==> src/rtl/data_memory_pkg.sv <==
// Shared types and helpers for the byte-addressed data memory.
package data_memory_pkg;
  typedef enum logic [1:0] {
    BYTE     = 2'd0,
    HALF     = 2'd1,
    WORD     = 2'd2,
    RESERVED = 2'd3
  } access_size_t;

  typedef logic [1:0] state_t;
  localparam state_t IDLE    = 2'd0;
  localparam state_t WAIT    = 2'd1;
  localparam state_t RESPOND = 2'd2;

  // Reserved size counts as misaligned so one flag drives the error path.
  function automatic logic is_misaligned(input access_size_t size, input logic [1:0] addr);
    case (size)
      BYTE:    return 1'b0;
      HALF:    return addr[0];
      WORD:    return |addr;
      default: return 1'b1;
    endcase
  endfunction
endpackage

==> src/rtl/data_memory_byte_lane_ram.sv <==
// Word-organised storage with per-byte write enables and combinational read.
module byte_lane_ram #(
  parameter int NUM_WORDS = 4,
  parameter int ADDR_W    = 2
) (
  input  logic              clock,
  input  logic              write_enable,
  input  logic [ADDR_W-1:0] word_address,
  input  logic [3:0]        byte_enable,
  input  logic [31:0]       write_data,
  output logic [31:0]       read_data
);
  logic [31:0] mem [NUM_WORDS];

  always_ff @(posedge clock) begin
    for (int i = 0; i < 4; i++) begin
      if (write_enable && byte_enable[i]) mem[word_address][i*8 +: 8] <= write_data[i*8 +: 8];
    end
  end

  assign read_data = mem[word_address];
endmodule

==> src/rtl/data_memory.sv <==
// Load/store front end: handshake FSM, wait-state counter, lane steering and extension.
module data_memory
  import data_memory_pkg::*;
#(
  parameter int NUM_BYTES   = 16,
  parameter int WAIT_STATES = 0
) (
  input  logic                         clock,
  input  logic                         reset_n,
  input  logic                         request_valid,
  output logic                         request_ready,
  input  logic                         request_write,
  input  logic [$clog2(NUM_BYTES)-1:0] request_address,
  input  logic [1:0]                   request_size,
  input  logic                         request_unsigned,
  input  logic [31:0]                  request_write_data,
  output logic                         response_valid,
  input  logic                         response_ready,
  output logic [31:0]                  response_read_data,
  output logic                         response_error
);
  localparam int AW = $clog2(NUM_BYTES);
  localparam int WW = (NUM_BYTES > 4) ? AW - 2 : 1;

  state_t       state;
  logic [3:0]   count;
  logic         cap_write, cap_unsigned;
  logic [AW-1:0] cap_address;
  access_size_t cap_size;
  logic [31:0]  cap_write_data;

  logic         accept, enter_respond, misaligned, write_enable;
  logic         cur_write, cur_unsigned;
  logic [AW-1:0] cur_address;
  access_size_t cur_size;
  logic [31:0]  cur_write_data;
  logic [1:0]   lane;
  logic [WW-1:0] word_address;
  logic [3:0]   byte_enable;
  logic [31:0]  lane_write_data, read_word, shifted, extended;

  assign request_ready  = (state == IDLE);
  assign response_valid = (state == RESPOND);
  assign accept         = request_valid && request_ready;
  assign enter_respond  = (state == IDLE && accept && WAIT_STATES == 0) ||
                          (state == WAIT && count == 4'd0);

  // With no wait states the access happens on the accept edge, before capture.
  assign cur_write      = (state == IDLE) ? request_write      : cap_write;
  assign cur_unsigned   = (state == IDLE) ? request_unsigned   : cap_unsigned;
  assign cur_address    = (state == IDLE) ? request_address    : cap_address;
  assign cur_size       = (state == IDLE) ? access_size_t'(request_size) : cap_size;
  assign cur_write_data = (state == IDLE) ? request_write_data : cap_write_data;

  assign lane       = cur_address[1:0];
  assign misaligned = is_misaligned(cur_size, lane);

  generate
    if (NUM_BYTES > 4) begin : g_word_addr
      assign word_address = cur_address[AW-1:2];
    end else begin : g_single_word
      assign word_address = '0;
    end
  endgenerate

  always_comb begin
    byte_enable = 4'b0000;
    case (cur_size)
      BYTE:    byte_enable = 4'b0001 << lane;
      HALF:    byte_enable = 4'b0011 << lane;
      WORD:    byte_enable = 4'b1111;
      default: byte_enable = 4'b0000;
    endcase
  end

  assign lane_write_data = cur_write_data << {lane, 3'b000};
  assign write_enable    = enter_respond && cur_write && !misaligned && reset_n;
  assign shifted         = read_word >> {lane, 3'b000};

  always_comb begin
    extended = shifted;
    case (cur_size)
      BYTE:    extended = cur_unsigned ? {24'd0, shifted[7:0]}  : {{24{shifted[7]}}, shifted[7:0]};
      HALF:    extended = cur_unsigned ? {16'd0, shifted[15:0]} : {{16{shifted[15]}}, shifted[15:0]};
      default: extended = shifted;
    endcase
  end

  byte_lane_ram #(.NUM_WORDS(NUM_BYTES / 4), .ADDR_W(WW)) u_ram (
    .clock        (clock),
    .write_enable (write_enable),
    .word_address (word_address),
    .byte_enable  (byte_enable),
    .write_data   (lane_write_data),
    .read_data    (read_word)
  );

  always_ff @(posedge clock or negedge reset_n) begin
    if (!reset_n) begin
      state              <= IDLE;
      count              <= '0;
      cap_write          <= 1'b0;
      cap_unsigned       <= 1'b0;
      cap_address        <= '0;
      cap_size           <= BYTE;
      cap_write_data     <= '0;
      response_read_data <= '0;
      response_error     <= 1'b0;
    end else begin
      case (state)
        IDLE: if (accept) begin
          cap_write      <= request_write;
          cap_unsigned   <= request_unsigned;
          cap_address    <= request_address;
          cap_size       <= access_size_t'(request_size);
          cap_write_data <= request_write_data;
          if (WAIT_STATES == 0) state <= RESPOND;
          else begin
            state <= WAIT;
            count <= 4'(WAIT_STATES - 1);
          end
        end
        WAIT: if (count == 4'd0) state <= RESPOND;
              else count <= count - 4'd1;
        RESPOND: if (response_ready) state <= IDLE;
        default: state <= IDLE;
      endcase
      if (enter_respond) begin
        response_error     <= misaligned;
        response_read_data <= (misaligned || cur_write) ? 32'd0 : extended;
      end
    end
  end
endmodule

==> config.mk <==
export PLATFORM = sky130hd
export DESIGN_NAME = data_memory
export DESIGN_NICKNAME = d
export VERILOG_FILES = /design/src/rtl/data_memory_pkg.sv /design/src/rtl/data_memory_byte_lane_ram.sv /design/src/rtl/data_memory.sv
export SDC_FILE = /design/constraint.sdc
export NUM_CORES = 1
export LEC_CHECK = 0
export CAP_MARGIN = 20
export CORE_AREA = 2 2 137 139
export CTS_CLUSTER_DIAMETER = 60
export DETAILED_ROUTE_END_ITERATION = 8
export DIE_AREA = 0 0 139 141
export MAX_ROUTING_LAYER = met4
export PLACE_DENSITY = 0.82
export SYNTH_ARGS = -nofsm -noshare
export SYNTH_HDL_FRONTEND = slang
export SYNTH_SLANG_ARGS = --single-unit
==> constraint.sdc <==
create_clock -name clock -period 2.4 [get_ports clock]
set_input_delay 0.6 -clock clock [delete_from_list [all_inputs] [get_ports clock]]
set_output_delay 0.6 -clock clock [all_outputs]
set_load 0.005 [all_outputs]
==> Word level (Yosys, flattened, before mapping) <==
Memories as Yosys holds them, arrays and structs flattened.
Index checks and enable logic that the tools add are counted.
{ "classes": {"n_addsub": 1, "n_bitwise": 1, "n_mux": 23, "n_shift": 4, "reduce_logical": 20, "eq_ne": 7} }
{ "ops": {"columns": ["op", "count"], "rows": [
  ["2-to-1 mux 32 bit", 4],
  ["one-hot mux 32 bit (2 select lines)", 1],
  ["<< shifter 32 x 5 -> 32 bit", 1],
  ["right shift 32 x 5 -> 32 bit", 1],
  ["one-hot mux 4 bit (3 select lines)", 1],
  ["logical AND 1 bit", 10],
  ["2-to-1 mux 1 bit", 10],
  ["2-to-1 mux 2 bit", 4],
  ["!= test 2 x 1 -> 1 bit, second input constant", 3],
  ["one-hot mux 2 bit (3 select lines)", 1],
  ["equality test 2 x 1 -> 1 bit, second input constant", 2],
  ["equality test 2 bit, second input constant", 2],
  ["zero test 2 bit", 2],
  ["zero test 4 bit", 1],
  ["2-to-1 mux 4 bit", 1],
  ["AND reduction 2 bit", 2],
  ["<< shifter 1 x 2 -> 4 bit, first input constant", 1],
  ["<< shifter 2 x 2 -> 4 bit, first input constant", 1],
  ["subtractor 4 x 1 -> 4 bit, second input constant", 1],
  ["one-hot mux 1 bit (3 select lines)", 1],
  ["AND reduction 3 bit", 1],
  ["logical OR 1 bit", 2],
  ["OR reduction 2 bit", 1],
  ["zero test 1 bit", 1],
  ["inverter 1 bit", 1]
]} }
{ "totals": {"inputBits": 44, "ff_bits": 79, "wordCells": 66, "ramBits": 128, "n_memories": 1, "output_inout_bits": 35} }
{ "memory_table": {"columns": ["name", "depth", "word_bits", "rd", "rd_clocked_by_memory_dff", "write_ports", "line_no", "rtl"], "rows": [
  ["u_ram.mem", 4, 32, 1, 0, 1, "data_memory_byte_lane_ram.sv:13", "logic [31:0] mem [NUM_WORDS];"]
]} }

==> Logic depth before layout (Yosys ltp) <==
{ "logic_depth": {"word_depth": 10, "mapped_depth": 10, "mapped_depth_nobuf": 7} }

==> Hierarchy <==
Synthesis repeated with hierarchy kept, for this count alone.
{ "hier_totals": {"hier_cells": 689, "area_unflattened_um2": 9594.2} }
{ "modules_own_cells": {"columns": ["mod", "cells_each", "area_each_um2", "instances", "seq_area_each_um2"], "rows": [
  ["data_memory", 502, 4809.6, 1, 1826.8],
  ["byte_lane_ram", 187, 4784.6, 1, 3843.7]
]} }

==> Worst setup path before layout <==
No wires, ideal clock.
{ "synth_path": {"kind": "register to register", "from": "register state[1]", "to": "memory u_ram.mem[0][24], enable pin", "slack_ps": -234, "arrival_ps": 2264, "path_stages_with_launch": 8, "required_ps": 2030, "synth_period_minus_slack_ps": 2634, "setup_time_ps": 370, "n_path_buf": 2, "path_cell_list": "dfrtp_1 -> buf_6 -> buf_4 -> mux2i_1 -> a22oi_1 -> nor3_1 -> nand2_1 -> nor2_1"} }
{ "synth_via": {"elab_chain_cells": 10, "word_cells_on_any_way": 24, "cone_classes": "3 x eq/ne; 2 x shift; 7 x mux; 12 x reduce/logical"} }
{ "synth_lines": {"columns": ["element", "line_no", "rtl"], "rows": [
  ["start: declaration", "data_memory.sv:25", "state_t state;"],
  ["start signal: assignment", "data_memory.sv:100", "state <= IDLE;"],
  ["start signal: assignment", "data_memory.sv:117", "if (WAIT_STATES == 0) state <= RESPOND;"],
  ["start signal: assignment", "data_memory.sv:119", "state <= WAIT;"],
  ["zero test 2 bit", null, null],
  ["2-to-1 mux 2 bit, or another cell as far along", "data_memory.sv:52", "assign cur_size = (state == IDLE) ? access_size_t'(request_size) : cap_size;"],
  ["equality test 2 bit, or another cell as far along", "data_memory_pkg.sv:17, data_memory.sv:68", null],
  ["one-hot mux 1 bit (3 select lines) / logical OR 1 bit (equally long branches)", "data_memory_pkg.sv:17, data_memory.sv:45", null],
  ["zero test 1 bit / logical AND 1 bit (equally long branches)", "data_memory.sv:77", "assign write_enable = enter_respond && cur_write && !misaligned && reset_n;"],
  ["logical AND 1 bit (2 in series)", "data_memory.sv:77", null],
  ["logical AND 1 bit", "data_memory_byte_lane_ram.sv:17", "if (write_enable && byte_enable[i]) mem[word_address][i*8 +: 8] <= write_data[i*8 +: 8];"],
  ["2-to-1 mux 1 bit", "data_memory_byte_lane_ram.sv:17", null],
  ["2-to-1 mux 1 bit (not written as such)", "data_memory_byte_lane_ram.sv:17", null],
  ["end: declaration", "data_memory_byte_lane_ram.sv:13", null]
]} }
Parallel ways exist; a longest one is shown, timed or not.

==> Worst setup path after layout <==
{ "layout_path": {"from": "register state[1]", "to": "register response_read_data[13]"} }
{ "layout_via": {"elab_chain_cells": 7, "word_cells_on_any_way": 22, "cone_classes": "3 x eq/ne; 1 x shift; 9 x mux; 8 x reduce/logical; 1 x memory"} }
{ "layout_lines": {"columns": ["element", "line_no", "rtl"], "rows": [
  ["zero test 2 bit", null, null],
  ["2-to-1 mux 4 bit", "data_memory.sv:51", "assign cur_address = (state == IDLE) ? request_address : cap_address;"],
  ["memory read (4 x 32 bit)", null, null],
  ["right shift 32 x 5 -> 32 bit", "data_memory.sv:78", "assign shifted = read_word >> {lane, 3'b000};"],
  ["2-to-1 mux 32 bit (on tied branches)", "data_memory.sv:84, data_memory.sv:83", null],
  ["one-hot mux 32 bit (2 select lines)", "data_memory.sv:82", "case (cur_size)"],
  ["2-to-1 mux 32 bit", "data_memory.sv:130", "response_read_data <= (misaligned || cur_write) ? 32'd0 : extended;"],
  ["end signal: assignment", "data_memory.sv:130", null],
  ["end: declaration", "data_memory.sv:19", "output logic [31:0] response_read_data,"]
]} }
Parallel ways exist; a longest one is shown, timed or not.
A chain may end at the register's enable or synchronous reset.

==> results.md <==
Routing:
- Dividing the detail-routed wire length by the instance count gives about 22 um.
- Once detail routing completed, the nets flagged for antenna violations numbered 0.
- The wire length reported by the detailed router is 26.1 mm.
- In the routed layout, each cell is associated on average with a via count of slightly above 6.
- The first detailed-routing pass took 5 iterations.
- The first routing iteration left 670 violations.
- The detailed-route DRC error count is 0.
- The total vias in the final route is approximately 7k.

Synthesis:
- The mean cell area of the mapped netlist is roughly 13 um2.
- The synthesized instance count is ~750.
- The flip-flop and latch count after synthesis is ~200.
- The share of flip-flops with an asynchronous set or reset is 0.363.
- The synthesized design spends more area on one cell type than any other, namely sky130_fd_sc_hd__edfxtp_1.
- The cell area that synthesis handed to floorplanning was about 0.0094 mm2.
- The number of nets handed over by synthesis was just under 800.
- The number of warnings reported in the yosys synthesis log is 0.
- The synthesized netlist contains 42 unique library cells.
- After synthesis, the cell types taking the most area are sky130_fd_sc_hd__edfxtp_1 (41%), sky130_fd_sc_hd__dfrtp_1 (19%), sky130_fd_sc_hd__mux2_2 (6.2%).
- For this run, the register share of the synthesized area comes to 0.601.
- The number of enable-type register cells in the synthesized netlist is 128.
- The most used flip-flop cell after synthesis is sky130_fd_sc_hd__edfxtp_1.
- The area share of the leading cell type in the synthesized netlist is 0.408.

Setup path:
- In this run the critical register-to-register path is captured at response_read_data[13]$_DFFE_PN0P_.
- The number of cells on the worst reg-to-reg path is 7.
- The worst setup path is of the reg -> reg kind.
- For flop-to-flop paths, the worst setup slack is -0.15 ns.
- Data on the critical path is required at its endpoint by approximately 2.8 ns.
- The arrival time at the worst endpoint is 2.92 ns.
- The kind of end point of the critical path is a flip-flop.
- The reg-to-reg startpoint is state[1]$_DFFE_PN0P_.
- The largest fanout on the critical path is 11.
- STA classifies the critical path startpoint as a flip-flop.

Pwr:
- The switching power as a share of total power is 0.305.
- Of the total power, the clock network draws 0.297.
- In this run the static leakage power is around 5 nW.
- The switching power is about 3.4 mW.
- The fraction of power consumed by combinational cells is 0.317.
- The maximum ir drop on the vdd rail is between 0.0006 and 0.0007 V.
- The power per cell area is 892 mW/mm2.
- The total chip power is approximately 11 mW.
- The internal power of the cells totals approximately 7.8 mW.
- The sequential share of power is 0.386.

STA:
- Setup violations remaining at the end of the flow were counted as 150.
- In the finished design, the share of the clock period the worst path needs comes to 1.06.
- The max-slew violation count came to 0.
- Counting I/O delays and the setup requirement, the final critical path takes 2.55 ns.
- The slew at the pin closest to its max-slew limit is 0.670 ns.
- The maximum frequency from static timing analysis is 393 MHz.
- The number of endpoints with negative hold slack in the final report is 0.
- The final worst-path setup slack is -0.147 ns.
- Headroom to the max-slew limit came out at 0.550.
- Setup repair after global routing could not meet its margin everywhere.
- Between clock sinks in the finished design, the worst skew comes to about 0.015 ns.

Outcome:
- The checks that failed: setup timing.
- The run finished, with violations left.

Job:
- The max-cap violation count is 0.

Global route:
- The combined global-route utilization of all metal layers is 0.265.
- The number of global-route vias before repair is about 7.0k.
- The first-pass GRT wire length is roughly 40 mm.
- The initial antenna violation count is 0.
- Entering global routing, the biggest net connects between 40 and 50 pins.
- The sum of overflow across all layers after global routing is 0.

Clock network:
- The total clock sinks is 201.
- The clock input transition at the sequential cells of the worst setup and hold paths is around 0.06 ns.
- The largest buffer count on any clock path is 3.
- Clock tree synthesis inserted a total of 22 buffers.
- Hold repair after CTS inserted 0 buffers.
- The insertion delay of the later-clocked pin in the worst-skew pair is about 0.51 ns.
- The level count of the clock H-tree is 1.
- The clock root buffer is sky130_fd_sc_hd__clkbuf_16.
- The clock tree from TritonCTS is done.

Floorplanning:
- The floorplan die width is around 140 um.
- The floorplan die area is between 0.015 and 0.02 mm2.
- The initialized floorplan defines 50 standard-cell rows.
- The count of pins on the block boundary is 79.
- The standard cell core area is between 0.015 and 0.02 mm2.
- The chip height is approximately 140 um.
- The initial utilization of the core area, before any placement, comes to 0.516.

Cells and area:
- Leaving out fill and tap cells, the most frequent cell in the layout is sky130_fd_sc_hd__edfxtp_1.
- In the layout the commonest cells are sky130_fd_sc_hd__edfxtp_1 (128), sky130_fd_sc_hd__nand2_1 (115), sky130_fd_sc_hd__buf_4 (99), sky130_fd_sc_hd__clkdlybuf4s50_1 (76), sky130_fd_sc_hd__dfrtp_1 (72).
- The layout overhead on the synthesized area is 33.9%.
- In the final layout, the share of cells above drive strength 1 is 0.328.
- The count of inserted antenna diode cells is 0.
- The final standard cell utilization of the core is 0.691.
- The final net count is between 900 and 1k.
- The filler cells instantiated in the layout total approximately 1.2k.
- The post-route non-filler standard cell count is 1178.

Placement:
- The estimated wirelength of the detail-placed design is 17.9 mm.
- Once placement completed, the tool counted placed cells totaling ~1.1k.
- During placement, the flow inserted port buffers numbering between 70 and 80.
- At the end of routability-driven placement, the weighted congestion stood at roughly 0.9.

Worst hold path:
- The tightest min-delay check is of the in -> async type.
## cells in the mapped netlist (12+ instances only)
cell type	count
sky130_fd_sc_hd__a21oi_1	18
sky130_fd_sc_hd__mux2_2	52
sky130_fd_sc_hd__clkbuf_1	26
sky130_fd_sc_hd__edfxtp_1	128
sky130_fd_sc_hd__nor3_1	13
sky130_fd_sc_hd__mux2i_1	50
sky130_fd_sc_hd__and3_1	17
sky130_fd_sc_hd__a211oi_1	23
sky130_fd_sc_hd__a31oi_1	17
sky130_fd_sc_hd__nand2_1	122
sky130_fd_sc_hd__nor2_1	62
sky130_fd_sc_hd__mux4_2	19
sky130_fd_sc_hd__dfrtp_1	73
sky130_fd_sc_hd__o21ai_0	17
sky130_fd_sc_hd__buf_1	12
## critical path, stage by stage (launching register included)
cell                       delay, ns
sky130_fd_sc_hd__dfrtp_4        0.50
sky130_fd_sc_hd__buf_12         0.16
sky130_fd_sc_hd__mux2_4         0.31
sky130_fd_sc_hd__buf_6          0.19
sky130_fd_sc_hd__mux4_2         0.58
sky130_fd_sc_hd__a22o_1         0.26
sky130_fd_sc_hd__a211oi_1       0.28
sky130_fd_sc_hd__o21ai_1        0.13
## registers in the layout, summed over array words and instances, names as in the netlist
signal,count
cap_write_data,32
response_read_data,32
cap_address,4
state,1
cap_size,2
cap_unsigned,1
response_error,1
u_ram.mem,128
## how the worst max path moves through the flow
stage / from / end / slack [ns] / cells past startpoint
2_1_floorplan: request_address[0] / u_ram.mem[2][0]$_DFFE_PP_ / -0.03 / 7
3_3_place_gp: request_address[2] / response_read_data[3]$_DFFE_PN0P_ / -0.50 / 7
3_5_place_dp: request_address[2] / response_read_data[14]$_DFFE_PN0P_ / -0.57 / 10
4_1_cts: state[1]$_DFFE_PN0P_ / response_read_data[13]$_DFFE_PN0P_ / -0.05 / 10
5_1_grt: state[1]$_DFFE_PN0P_ / response_read_data[13]$_DFFE_PN0P_ / -0.21 / 11
6_report: state[1]$_DFFE_PN0P_ / response_read_data[13]$_DFFE_PN0P_ / -0.15 / 7
## final cells by class
type / count / area [um2] / area share
inverters: 6 / 22.5 / 0.00178
clock buffers: 29 / 608 / 0.0481
flip-flops and latches: 201 / 5670 / 0.449
well taps: 234 / 293 / 0.0232
clock inverters: 11 / 108 / 0.00852
repair buffers: 206 / 2030 / 0.160
multi-input cells: 491 / 3900 / 0.309
## timing repair
| action | in CTS | in global routing |
|---|---|---|
| setup endpoints to repair | 194 | 192 |
| pin swaps | 3 | 11 |
| cloned | 0 | 0 |
| hold endpoints to repair | 0 | 0 |
| setup buffers | 5 | 7 |
| gates resized for setup | 30 | 57 |
## logic make-up after synthesis
kind of cell	count (synthesis)	share of synthesized area
and+or+nand+nor	234	0.110
DFF	201	0.601
AOI/OAI and AO/OA	132	0.0950
muxes	125	0.168
buffers and inverters	54	0.0253
## per-stage QoR
| step | setup TNS, ns | hold slack (ns) | worst slack [ns] | instance area, um2 |
|---|---|---|---|---|
| global placement | -74.79 | 0.461 | -0.496 | 11500 |
| CTS | -0.199 | 0.205 | -0.0514 | 12300 |
| detailed placement | -84.49 | 0.468 | -0.570 | 11500 |
| finish | -7.51 | 0.211 | -0.147 | 12600 |
| floorplan | -1.57 | 0.304 | -0.0258 | 9500 |
| global route | -18.46 | 0.227 | -0.213 | 12600 |
## metal layers
metal | part of all wire | wire [um] | global-route usage
met5 | 0 | 0 | -
met2 | 0.51 | 13200 | 0.437
met3 | 0.065 | 1700 | 0.0343
met4 | 0.026 | 688 | 0.0760
met1 | 0.40 | 10500 | 0.351
## power groups by stage
stage / Combinational, mW / Sequential [mW] / Clock (mW)
floorplan: 1.75 / 4.36 / 0
global placement: 3.09 / 4.40 / 0
detailed placement: 3.18 / 4.42 / 0
CTS: 3.32 / 4.34 / 3.38
global route: 3.79 / 4.38 / 3.51
finish: 3.58 / 4.34 / 3.34
(Power assumes the default switching activity.)
